`config.mk`:
```
export PLATFORM = sky130hd
export DESIGN_NAME = burst_ram_cache
export DESIGN_NICKNAME = d
export VERILOG_FILES = /design/src/rtl/burst_ram_cache.sv
export SDC_FILE = /design/constraint.sdc
export NUM_CORES = 2
export LEC_CHECK = 0
export CAP_MARGIN = 30
export CORE_UTILIZATION = 60
export CTS_BUF_LIST = sky130_fd_sc_hd__clkbuf_4 sky130_fd_sc_hd__clkbuf_8
export DETAILED_ROUTE_END_ITERATION = 8
export PLACE_DENSITY = 0.83
export SYNTH_ARGS = -nofsm -noshare
export SYNTH_HDL_FRONTEND = slang
export SYNTH_SLANG_ARGS = --single-unit
export TNS_END_PERCENT = 1
```
`constraint.sdc`:
```
create_clock -name clk -period 4.62 [get_ports clk]
set_clock_uncertainty 0.05 [all_clocks]
set_input_delay 0.924 -clock clk [delete_from_list [all_inputs] [get_ports clk]]
set_output_delay 0.924 -clock clk [all_outputs]
set_load 0.03 [all_outputs]
```
`src/rtl/burst_ram_cache.sv`:
```
// burst_ram_cache
//   Direct-mapped, write-back, write-allocate data cache placed between a
//   32-bit byte-enabled requester and a 64-bit burst RAM controller.
//   Lines are 32 bytes (8 words, 4 beats of 64 bits, little-endian packing).
//   Hits complete combinationally; a miss evicts a dirty line with a 4-beat
//   write burst, then refills with a 4-beat read burst.
//
// Ports
//   clk, rst_n          clock, asynchronous active-low reset
//   enable              request valid
//   address             byte address (bits [1:0] always zero)
//   data_in             write data in its byte lanes
//   write_enable        per-byte strobes, 0 = read
//   data_out            word at address from the indexed line
//   data_out_ready      read data valid / write accepted this cycle
//   busy                miss in progress or pending
//   br_cmd              burst command: 0 read, 1 write
//   br_cmd_en           one-cycle command strobe
//   br_addr             burst start address (RAM word units)
//   br_wr_data          write beat
//   br_data_mask        byte mask, always 0
//   br_rd_data          read beat
//   br_rd_data_valid    read beat valid
module burst_ram_cache #(
  parameter int LINE_IX_BITWIDTH    = 1,
  parameter int RAM_DEPTH_BITWIDTH  = 10,
  parameter int RAM_ADDRESSING_MODE = 3,
  parameter int ADDRESS_BITWIDTH    = 32
) (
  input  logic                          clk,
  input  logic                          rst_n,
  input  logic                          enable,
  input  logic [ADDRESS_BITWIDTH-1:0]   address,
  input  logic [31:0]                   data_in,
  input  logic [3:0]                    write_enable,
  output logic [31:0]                   data_out,
  output logic                          data_out_ready,
  output logic                          busy,
  output logic                          br_cmd,
  output logic                          br_cmd_en,
  output logic [RAM_DEPTH_BITWIDTH-1:0] br_addr,
  output logic [63:0]                   br_wr_data,
  output logic [7:0]                    br_data_mask,
  input  logic [63:0]                   br_rd_data,
  input  logic                          br_rd_data_valid
);

  localparam int LINES = 1 << LINE_IX_BITWIDTH;
  localparam int TAG_W = ADDRESS_BITWIDTH - 5 - LINE_IX_BITWIDTH;
  localparam int WA_W  = LINE_IX_BITWIDTH + 3;

  typedef enum logic [1:0] {IDLE, WR_BURST, RD_CMD, RD_DATA} state_t;

  state_t state_q, state_d;

  logic [TAG_W-1:0]            req_tag;
  logic [LINE_IX_BITWIDTH-1:0] req_ix;
  logic [2:0]                  req_col;
  logic                        unused_addr_bits;

  assign req_tag          = address[ADDRESS_BITWIDTH-1 -: TAG_W];
  assign req_ix           = address[5 +: LINE_IX_BITWIDTH];
  assign req_col          = address[4:2];
  assign unused_addr_bits = ^address[1:0];

  logic [LINES-1:0] valid_q, dirty_q;
  logic [TAG_W-1:0] tag_q [LINES];
  logic [31:0]      mem   [LINES*8];

  // Miss context is latched so requester changes during a miss are ignored.
  logic [TAG_W-1:0]            miss_tag_q, miss_tag_d;
  logic [LINE_IX_BITWIDTH-1:0] miss_ix_q, miss_ix_d;
  logic [1:0]                  beat_q, beat_d;

  logic                          br_cmd_d, br_cmd_en_d;
  logic [RAM_DEPTH_BITWIDTH-1:0] br_addr_d;
  logic [63:0]                   br_wr_data_d;

  logic hit, wr_hit, fill_we, fill_done;

  // Source line/beat for eviction data: beat 0 is fetched while still in IDLE.
  logic [LINE_IX_BITWIDTH-1:0] wb_ix;
  logic [1:0]                  wb_beat;
  logic [63:0]                 wb_data;

  function automatic logic [RAM_DEPTH_BITWIDTH-1:0] line_addr(
    input logic [TAG_W-1:0]            t,
    input logic [LINE_IX_BITWIDTH-1:0] ix
  );
    return RAM_DEPTH_BITWIDTH'({t, ix, 5'b0} >> RAM_ADDRESSING_MODE);
  endfunction

  assign hit            = valid_q[req_ix] && (tag_q[req_ix] == req_tag);
  assign data_out       = mem[{req_ix, req_col}];
  assign data_out_ready = enable && hit && (state_q == IDLE);
  assign busy           = (state_q != IDLE) || (enable && !hit);
  assign wr_hit         = (state_q == IDLE) && enable && hit && (write_enable != 4'b0000);
  assign br_data_mask   = '0;

  assign wb_ix   = (state_q == IDLE) ? req_ix : miss_ix_q;
  assign wb_beat = (state_q == IDLE) ? 2'd0   : beat_q;
  assign wb_data = {mem[{wb_ix, wb_beat, 1'b1}], mem[{wb_ix, wb_beat, 1'b0}]};

  always_comb begin
    state_d      = state_q;
    beat_d       = beat_q;
    miss_tag_d   = miss_tag_q;
    miss_ix_d    = miss_ix_q;
    br_cmd_d     = br_cmd;
    br_cmd_en_d  = 1'b0;
    br_addr_d    = br_addr;
    br_wr_data_d = br_wr_data;
    fill_we      = 1'b0;
    fill_done    = 1'b0;
    case (state_q)
      IDLE: begin
        if (enable && !hit) begin
          miss_tag_d  = req_tag;
          miss_ix_d   = req_ix;
          br_cmd_en_d = 1'b1;
          if (valid_q[req_ix] && dirty_q[req_ix]) begin
            br_cmd_d     = 1'b1;
            br_addr_d    = line_addr(tag_q[req_ix], req_ix);
            br_wr_data_d = wb_data;
            beat_d       = 2'd1;
            state_d      = WR_BURST;
          end else begin
            br_cmd_d  = 1'b0;
            br_addr_d = line_addr(req_tag, req_ix);
            beat_d    = 2'd0;
            state_d   = RD_DATA;
          end
        end
      end
      WR_BURST: begin
        br_wr_data_d = wb_data;
        beat_d       = beat_q + 2'd1;
        if (beat_q == 2'd3) state_d = RD_CMD;
      end
      RD_CMD: begin
        br_cmd_en_d = 1'b1;
        br_cmd_d    = 1'b0;
        br_addr_d   = line_addr(miss_tag_q, miss_ix_q);
        beat_d      = 2'd0;
        state_d     = RD_DATA;
      end
      RD_DATA: begin
        if (br_rd_data_valid) begin
          fill_we = 1'b1;
          beat_d  = beat_q + 2'd1;
          if (beat_q == 2'd3) begin
            fill_done = 1'b1;
            state_d   = IDLE;
          end
        end
      end
      default: ;
    endcase
  end

  always_ff @(posedge clk or negedge rst_n) begin
    if (!rst_n) begin
      state_q    <= IDLE;
      beat_q     <= '0;
      miss_tag_q <= '0;
      miss_ix_q  <= '0;
      valid_q    <= '0;
      dirty_q    <= '0;
      br_cmd     <= 1'b0;
      br_cmd_en  <= 1'b0;
      br_addr    <= '0;
      br_wr_data <= '0;
    end else begin
      state_q    <= state_d;
      beat_q     <= beat_d;
      miss_tag_q <= miss_tag_d;
      miss_ix_q  <= miss_ix_d;
      br_cmd     <= br_cmd_d;
      br_cmd_en  <= br_cmd_en_d;
      br_addr    <= br_addr_d;
      br_wr_data <= br_wr_data_d;
      if (wr_hit) dirty_q[req_ix] <= 1'b1;
      if (fill_done) begin
        valid_q[miss_ix_q] <= 1'b1;
        dirty_q[miss_ix_q] <= 1'b0;
      end
    end
  end

  // Line data and tags need no reset: the valid bits gate every use.
  always_ff @(posedge clk) begin
    if (wr_hit) begin
      for (int unsigned b = 0; b < 4; b++) begin
        if (write_enable[b]) mem[{req_ix, req_col}][8*b +: 8] <= data_in[8*b +: 8];
      end
    end
    if (fill_we) begin
      mem[{miss_ix_q, beat_q, 1'b0}] <= br_rd_data[31:0];
      mem[{miss_ix_q, beat_q, 1'b1}] <= br_rd_data[63:32];
    end
    if (fill_done) tag_q[miss_ix_q] <= miss_tag_q;
  end

endmodule

```
# --- Word-level counts from Yosys, hierarchy flattened ---
# Memories as Yosys holds them, arrays and structs flattened.
# Index checks and enable logic that the tools add are counted.
op_classes:
  add_sub_neg: 1
  n_reduce_logical: 23
  bitwise_logic: 4
  eq_ne: 10
  order_cmp: 4
  n_mux: 57
ops:
  columns: ["cell", "n"]
  rows:
  - ["$mux W64", 2]
  - ["$pmux W64 S2", 1]
  - ["$mux W1", 32]
  - ["$mux W32", 1]
  - ["$reduce_or A32 Y1", 1]
  - ["$eq A26 B26 Y1", 1]
  - ["$mux W10", 2]
  - ["$mux W2", 10]
  - ["$pmux W10 S2", 1]
  - ["$pmux W2 S4", 2]
  - ["$logic_and A1 B1 Y1", 10]
  - ["$mux W4", 2]
  - ["$eq A2 B2 Y1 const B", 3]
  - ["$ne A2 B2 Y1 const B", 3]
  - ["$reduce_and A2 Y1", 3]
  - ["$reduce_bool A2 Y1", 3]
  - ["$lt A1 B2 Y1 const B", 2]
  - ["$ne A2 B1 Y1 const B", 2]
  - ["$or A2 B2 Y2", 2]
  - ["$pmux W1 S2", 2]
  - ["$reduce_and A4 Y1", 1]
  - ["$reduce_bool A4 Y1", 1]
  - ["$reduce_and A3 Y1", 1]
  - ["$add A2 B1 Y2 const B", 1]
  - ["8 further kinds", 10]
word_totals:
  mem_count: 2
  ff_bits: 111
  word_cells: 111
  output_inout_bits: 118
  mem_bits_rw: 564
  input_bits: 136
mem_list:
  columns: ["name", "depth", "width", "read_ports", "rd_ports_with_merged_regs", "wr", "line", "source"]
  rows:
  - ["mem", 16, 32, 3, 0, 2, "68", "logic [31:0] mem [LINES*8];"]
  - ["tag_q", 2, 26, 1, 0, 1, "67", "logic [TAG_W-1:0] tag_q [LINES];"]

# --- Longest topological paths before layout ---
logic_depth:
  word_depth: 8
  mapped_depth: 12
  ltp_nobuf: 9

# --- Worst setup path before layout ---
# Ideal clock, no wire load.
synth_timing:
  path_kind: "input to output"
  startpoint: "in address[3]"
  endpoint: "out data_out[31]"
  path_buffers: 4
  cell_stages: 6
  arrival_ps: 3342
  setup_slack_ps: 304
  required_ps: 3646
  path_cell_list: "clkbuf_1 > buf_1 > buf_1 > clkbuf_1 > mux4_2 > mux4_2"
synth_via:
  elab_chain_cells: 1
synth_rtl:
  columns: ["item", "line", "source"]
  rows:
  - ["start, declared", "33", "input logic [ADDRESS_BITWIDTH-1:0] address,"]
  - ["$mem_v2 Z16 W32", null, null]
  - ["end, declared", "36", "output logic [31:0] data_out,"]
# Every way passes these cells.

# --- Worst setup path after layout ---
layout_timing:
  startpoint: "in address[23]"
  endpoint: "out busy"
layout_via:
  elab_chain_cells: 5
layout_rtl:
  columns: ["item", "line", "source"]
  rows:
  - ["$eq A26 B26 Y1", "93", "assign hit = valid_q[req_ix] && (tag_q[req_ix] == req_tag);"]
  - ["$logic_and A1 B1 Y1", "93", null]
  - ["$logic_not A1 Y1", "96", "assign busy = (state_q != IDLE) || (enable && !hit);"]
  - ["$logic_and A1 B1 Y1", "96", null]
  - ["$logic_or A1 B1 Y1", "96", null]
  - ["end, declared", "38", "output logic busy,"]
# Every way passes these cells.

==> qor.csv <==
metric;value;unit
status;finished with violations;
failing checks;design-rule violations;
total negative slack;0;ps
Synth Flop Type;edfxtp_1;
Total GRT Usage;37.9;%
Vias;31100;
largest net degree at the start of global routing;95;
worst rel slew slack;24.7;%
Critical Path Slowest Stage Cell;clkdlybuf4s50_1;
Port Buf Inserts;241;
DRT Wirelength;117;mm
largest fanout on the critical path;4;
fin crit period;4420;ps
crit-path most repeated cell;clkdlybuf4s50_1;
Final Cycle Share;95.8;%
worst r2r src;state_q[0];
Initial DRC Count;4952;
top-area cell type share of the netlist area;46.2;%
first-pass GRT wire length;177;mm
residual DRC count;4;
hold buffer count at CTS;0;
Syn. warnings;0;
synthesized area per cell;9.63;µm²
Worst-Margin Slew;1130;ps
CP Launch Point;address[23];
largest stage delay on the critical path;610;ps
total power;22.3;mW
Final Hold Fails;0;
largest area contributor in the netlist;edfxtp_1;
cts repair resizes;0;
peak supply drop;655;µV
highest clock rate;226;MHz
Clock Tree Root;clkbuf_8;
Distinct cells, synth;49;
post-route ant nets;0;
H-tree depth;3;
Worst setup EP type;primary output;
clk sinks;673;
Setup violations, final;0;
die extent in x;249;µm
power density cells;526;nW/µm²
initial antenna violation count;10;
row count;90;
kind of critical path;input port to primary output;
max-cap check violation count;0;
TritonCTS Buffers;112;
list of most frequent post-synthesis cells;nand2_1 (1,797), edfxtp_1 (564), o21ai_0 (218);
routability congestion estimate from global placement;0.902;
fin worst setup slack;196;ps
Hold Path Class;input port to async pin;
clock tree buffer depth;3;
GRT Residual Overflow;0;
die outline area;62100;µm²
Final Max Tran Viols;0;
Async SR Flop Fraction;16.2;%
final net count;4097;
core area;60400;µm²
HPWL after DPL;74.2;mm
worst skew pair latency;760;ps
sequential area share after synthesis;53.7;%
share of layout cells above drive strength 1;14.9;%
most common cell in the synthesized netlist;nand2_1;
arrival time at the worst endpoint;3450;ps
LEAKAGE;16.9;nW
Worst-path clk slew;60;ps
Yosys reg bits;673;
Top Ports;254;
top cells by area, synth;edfxtp_1 (46%), nand2_1 (18%), mux4_2 (9.8%), dfrtp_1 (7.4%), o21ai_0 (3.0%);
drt wl/cell;24.2;µm
EDFF count, synth;564;
first drt pass iteration count;9;
vias in the first global route;30300;
initial core utilization;60.7;%
CP required;3650;ps
pre-CTS WS;160;ps
post-CTS setup buffers;0;
Die Y;249;µm
area grow syn2layout;15.6;%
startpoint types;input port;
synthesized area;36700;µm²
Vias per Instance;6.43;
unrepaired setup endpoints after global routing;no;
crit-path leading delay family;buffers and inverters;
sum of buffers and inverters on the critical path;3;
critical path, cell by cell;clkdlybuf4s50_1 -> nand2b_1 -> nand3_1 -> a2111oi_2 -> nand4_1 -> o41ai_2 -> inv_2 -> clkdlybuf4s50_1;
CTS tree;yes;
synthesized instance count;3806;
-- cell families (layout without fill, tap and decap cells) --
kind of cell             count (synthesis)  after routing  synth area share (%)
other                                    1             15                0.0102
multiplexers                           286            286                  13.6
AND/OR/NAND/NOR                       2114           2114                  22.7
AO/OA/AOI/OAI                          335            335                  4.94
buffers and inverters                  367            606                  4.30
adder cells (fa/ha/maj)                  5              5                 0.171
flip-flops                             673            673                  53.7
XOR/XNOR                                25             25                 0.597
-- cell usage in the layout (no fill, tap or decap), drive strengths merged, types with 4 or more instances in the layout --
master / count
bufinv: 4
o221a: 7
dfrtp: 109
buf: 165
mux2: 97
ha: 5
mux2i: 29
clkbuf: 179
xnor2: 22
nor4: 5
nor2b: 10
inv: 16
conb: 10
diode: 5
nor2: 45
clkinv: 23
clkdlybuf4s50: 217
edfxtp: 564
nand3: 212
o21ai: 219
a21oi: 93
nor3: 26
nand2: 1797
mux4: 160
or3: 7
-- per-layer routing --
layer  share of wire [%]  wire (µm)  track usage [%]
met4                 6.7       7840             23.1
met2                  45      52700             58.6
met3                  16      18200             9.26
met1                  33      38300             48.7
met5               0.068         80                0
-- layout make-up --
type / count / area, µm²
timing repair buffer: 383 / 3620
clock buffer: 178 / 2140
sequential: 673 / 19700
antenna: 5 / 12.5
clock inverter: 34 / 298
inverter: 11 / 41.3
tap: 782 / 978
multi-input combinational: 2775 / 15600
fill: 4123 / 18000
-- flip-flops by register name, summed over array words and instances, names as in the netlist --
name        flops
mem           512
br_wr_data     64
tag_q          52
miss_tag_q     26
br_addr         8
beat_q          2
dirty_q         2
state_q         2
valid_q         2
br_cmd          1
br_cmd_en       1
miss_ix_q       1
-- stage by stage --
step                instances  hold WS (ps)  instance area, µm²  utilization (%)
floorplan                3815           381               36700                -
global placement         4623           389               39900             66.1
detailed placement       4623           400               39900             66.1
CTS                      4835           180               42300             70.1
global route             4838           240               42300             70.2
finish                   4841           155               42400             70.2
-- worst paths after layout --
| kind | slack (ps) | endpoint | cells past startpoint |
|---|---|---|---|
| worst max-delay path | 200 | busy | 8 |
| worst min-delay path | 160 | miss_tag_q[14] | 1 |
| worst max register to register | 1120 | mem[9][13] | 7 |
| worst min register to register | 420 | tag_q[0][24] | 0 |
| max in group asynchronous | 3280 | br_wr_data[49] | 2 |
| min in group clk | 420 | tag_q[0][24] | 0 |
-- where the power goes --
part           total (mW)  leakage [nW]  internal (mW)  switching, mW
clock                5.68          1.30           3.17           2.51
sequential           8.08          6.38           7.55          0.527
combinational        8.52          9.18           3.00           5.52
total                22.3          16.9           13.7           8.56
Power figures use the tool's default switching activity.
